[src/rtl/operand_input_reg.sv]
// rtl/operand_input_reg.sv - serial-to-parallel capture of a 32-bit operand pair (A then B, LSB first)
module operand_input_reg #(
    parameter int WIDTH = 32
) (
    input  logic             clk_in,
    input  logic             rst_in,
    input  logic             serial_in,
    input  logic             serial_valid_in,
    input  logic             clr_in,
    output logic             input_rdy,
    output logic             output_rdy,
    input  logic             output_read_in,
    output logic [WIDTH-1:0] operand_a_out,
    output logic [WIDTH-1:0] operand_b_out
);

    typedef enum logic [1:0] {
        RECV_A = 2'd0,
        RECV_B = 2'd1,
        FULL   = 2'd2
    } state_t;

    localparam logic [4:0] LAST_BIT = 5'(WIDTH - 1);

    state_t           state;
    logic [4:0]       bit_cnt;
    logic [WIDTH-1:0] shift_reg;
    logic [WIDTH-1:0] shift_next;

    assign shift_next = {serial_in, shift_reg[WIDTH-1:1]};

    always_ff @(posedge clk_in) begin
        if (rst_in) begin
            state         <= RECV_A;
            bit_cnt       <= '0;
            shift_reg     <= '0;
            operand_a_out <= '0;
            operand_b_out <= '0;
            input_rdy     <= 1'b1;
            output_rdy    <= 1'b0;
        end else begin
            unique case (state)
                RECV_A, RECV_B: begin
                    if (clr_in) begin
                        // Abort restarts at bit 0 of A; holding registers keep the last pair.
                        state     <= RECV_A;
                        bit_cnt   <= '0;
                        shift_reg <= '0;
                    end else if (serial_valid_in && input_rdy) begin
                        shift_reg <= shift_next;
                        if (bit_cnt == LAST_BIT) begin
                            bit_cnt <= '0;
                            if (state == RECV_A) begin
                                operand_a_out <= shift_next;
                                state         <= RECV_B;
                            end else begin
                                operand_b_out <= shift_next;
                                state         <= FULL;
                                input_rdy     <= 1'b0;
                                output_rdy    <= 1'b1;
                            end
                        end else begin
                            bit_cnt <= bit_cnt + 5'd1;
                        end
                    end
                end
                FULL: begin
                    if (output_read_in) begin
                        state      <= RECV_A;
                        input_rdy  <= 1'b1;
                        output_rdy <= 1'b0;
                    end
                end
                default: begin
                    state      <= RECV_A;
                    bit_cnt    <= '0;
                    shift_reg  <= '0;
                    input_rdy  <= 1'b1;
                    output_rdy <= 1'b0;
                end
            endcase
        end
    end

endmodule

[config.mk]
export PLATFORM = sky130hd
export DESIGN_NAME = operand_input_reg
export DESIGN_NICKNAME = d
export VERILOG_FILES = /design/src/rtl/operand_input_reg.sv
export SDC_FILE = /design/constraint.sdc
export NUM_CORES = 1
export LEC_CHECK = 0
export CORE_MARGIN = 1
export CORE_UTILIZATION = 53
export CTS_BUF_LIST = sky130_fd_sc_hd__clkbuf_16
export CTS_CLUSTER_SIZE = 30
export DETAILED_ROUTE_END_ITERATION = 6
export PLACE_DENSITY_LB_ADDON = 0.08
export RECOVER_POWER = 50
export SLEW_MARGIN = 20
export SYNTH_ARGS = -nofsm -noshare
export SYNTH_HDL_FRONTEND = slang
export SYNTH_SLANG_ARGS = --single-unit
[constraint.sdc]
create_clock -name clk_in -period 4 [get_ports clk_in]
set_input_delay 0.8 -clock clk_in [delete_from_list [all_inputs] [get_ports clk_in]]
set_output_delay 0.8 -clock clk_in [all_outputs]
set_load 0.01 [all_outputs]
==> qor.txt <==
CP arrival = 3.24 ns
Synth Area in Adders = 0.895%
fmax = 336 MHz
Num Clock Sinks = 104
Post-Place Cell Area = 4900 sq um
Yosys Warn Count = 0
Root Driver = clkbuf_16
Slew Viols, Final = 100
final setup vio count = 0
Seq/Total Area, Yosys = 49.6%
EDFF count, synth = 0
Final Skew = 0.00594 ns
worst hold slack = 0.451 ns
worst hold path type = flip-flop to flip-flop
TritonCTS buffer count = 9
# diodes = 0
Layout Nets = 502
Slew @ Worst Pin = 1.83 ns
row count = 32
CP Class = primary input to flip-flop
leakage power = 2.09 nW
Core ar. = 7690 sq um
Detailed Route Iter0 Violations = 225
Initial DRT Pass Iterations = 4
Final Hold Fails = 0
CP Capture Type = flip-flop
status = complete, but fails checks
xor/xnor share of the synthesized area = 0.209%
die area = 8270 sq um
WL per Instance = 14.3 microns
maxcap violations = 1
die boundary height = 91.0 microns
global-route wire length before repair = 14.6 mm
R2R Setup Slk = 1.77 ns
crit share post-route = 74.4%
setup_tns = 0 ns
final core utilization = 67.8%
mux contribution to synthesized area = 15.3%
hpwl dp = 5.22 mm
syn nets = 454
Startpoint Class = primary input
Post-synth top cells = dfxtp_1 (104), nand2_1 (97), mux2i_1 (64)
top cells by area, synth = dfxtp_1 (50%), mux2i_1 (15%), nand2_1 (8.7%)
Post-Syn Instances = 445
failing checks = capacitance limit, slew limit
final wirelength = 8.59 mm
Yosys top cell by area = dfxtp_1
min cycle time layout = 2.98 ns
ys flop type = dfxtp_1
Buf+Inv Stages, Crit Path = 2
Post-CTS Setup Inserts = 0
DIE WIDTH = 91.0 microns
share of layout cells above drive strength 1 = 5.22%
Top Ports = 72
Post-Syn Area = 4190 sq um
PD cells = 376 nW/um^2
routed vias/inst = 5.55
post-cts hold buffer count = 0
largest net degree at the start of global routing = 100
relative slew slack = -22.3%
most numerous cell in the Yosys netlist = dfxtp_1
largest family of logic cells by synthesized area = simple AND/OR/NAND/NOR gates
Max Buffers Root-to-Sink = 2
#FFs+latches synth = 104
Yosys top cell area share = 49.6%
CTS tree = built
design area = 5210 sq um
Starting Density = 54.6%
simple-gate share of the synthesized area = 19.2%
later-pin clock latency in the skew report = 0.34 ns
Critical Path Max Stage Delay = 1.01 ns
CP top delay family = buffers and inverters
antenna violations before repair = 0
Port Buf Inserts = 71
Max VDD drop = 221 uV
Avg Cell Area, Syn = 9.42 sq um
unrepaired setup endpoints after global routing = false
total gr overflow = 0
H-tree levels = 3
CP cell instances = dlygate4sd3_1 -> a211oi_4 -> clkbuf_1 -> o21ai_0 -> a21oi_1
Placer Congestion = 0.734
vias in the first global route = 3,213
DRT antenna net count = 0
fillcell total = 659
area grow syn2layout = 24.2%
Reg clk slew, reported paths = 0.07 ns
Compound-Gate Fraction of Synth Area = 9.87%
Worst Path Required = 4.26 ns
GRT Overall Usage = 21.5%
synth unique cells = 36
non-filler cells, final = 600
top fanout value on the critical path = 36
placed cells = 583
post-route DRC violation count = 0
Post-CTS Resized = 0
DR vias = 3,327
critical path's slowest cell = clkbuf_1
asr flop ratio synth = 0%
-- cell usage in the layout, fill, tap and decap left out, types with 2 or more instances in the layout --
| cell type | instances |
|---|---|
| clkdlybuf4s50_1 | 5 |
| nand3_1 | 3 |
| or3_1 | 2 |
| and3_1 | 2 |
| nand4_1 | 2 |
| clkbuf_16 | 9 |
| o21ai_0 | 35 |
| mux2i_1 | 64 |
| dfxtp_1 | 104 |
| a21oi_1 | 36 |
| dlygate4sd3_1 | 66 |
| inv_6 | 2 |
| nand4b_1 | 34 |
| nand2_1 | 97 |
| buf_4 | 5 |
| clkinvlp_4 | 2 |
| ha_1 | 3 |
| inv_1 | 3 |
-- logic make-up (layout without fill, tap and decap cells) --
kind of cell,count (synthesis),in the layout
DFF,104,104
adders and majority gates,3,3
buffers and inverters,45,98
and+or+nand+nor,151,151
xor gates and xnor gates,1,1
AOI/OAI and AO/OA,77,77
muxes,64,64
-- tightest hold or removal path: stages, from the launching register on --
cell and delay (ns):
dfxtp_1 0.31, nand2_1 0.05, a21oi_1 0.05
-- power by group --
| part | total [W] | internal [W] | switching (W) |
|---|---|---|---|
| Clock | 0.000867 | 0.000485 | 0.000382 |
| Combinational | 0.0000544 | 0.0000115 | 0.0000429 |
| Sequential | 0.00104 | 0.00104 | 0.00000106 |
| Total | 0.00196 | 0.00153 | 0.000426 |
-- path summary, 6_finish.rpt --
kind                   start           endpoint  cells after the start
max          serial_valid_in      shift_reg[29]                      5
min               output_rdy         output_rdy                      2
max reg2reg       bit_cnt[0]  operand_a_out[11]                      5
min reg2reg       output_rdy         output_rdy                      2
-- cell type report --
cell class | instances | area [sq um] | area share, %
multi-input combinational | 296 | 1920 | 36.8
clock inverter | 7 | 70.1 | 1.35
inverter | 3 | 11.3 | 0.216
sequential | 104 | 2080 | 40.0
clock buffer | 9 | 225 | 4.32
timing repair buffer | 79 | 777 | 14.9
tap | 102 | 128 | 2.45
-- per-layer routing --
layer	wire, microns	vias to the layer above	GRT usage [%]
met5	0	-	0
met4	114	0	7.94
met3	282	9	2.85
met2	4200	62	37.5
met1	4000	1604	27.0
li1	-	1652	-
-- per-stage QoR --
step | setup slack (ns) | total power [W]
6_report | 1.02 | 0.00196
3_3_place_gp | 1.18 | 0.00112
3_5_place_dp | 1.07 | 0.00112
4_1_cts | 1.42 | 0.00197
2_1_floorplan | 2.17 | 0.00110
5_1_grt | 0.702 | 0.00202
No activity file was read; power rests on OpenSTA's default activity.
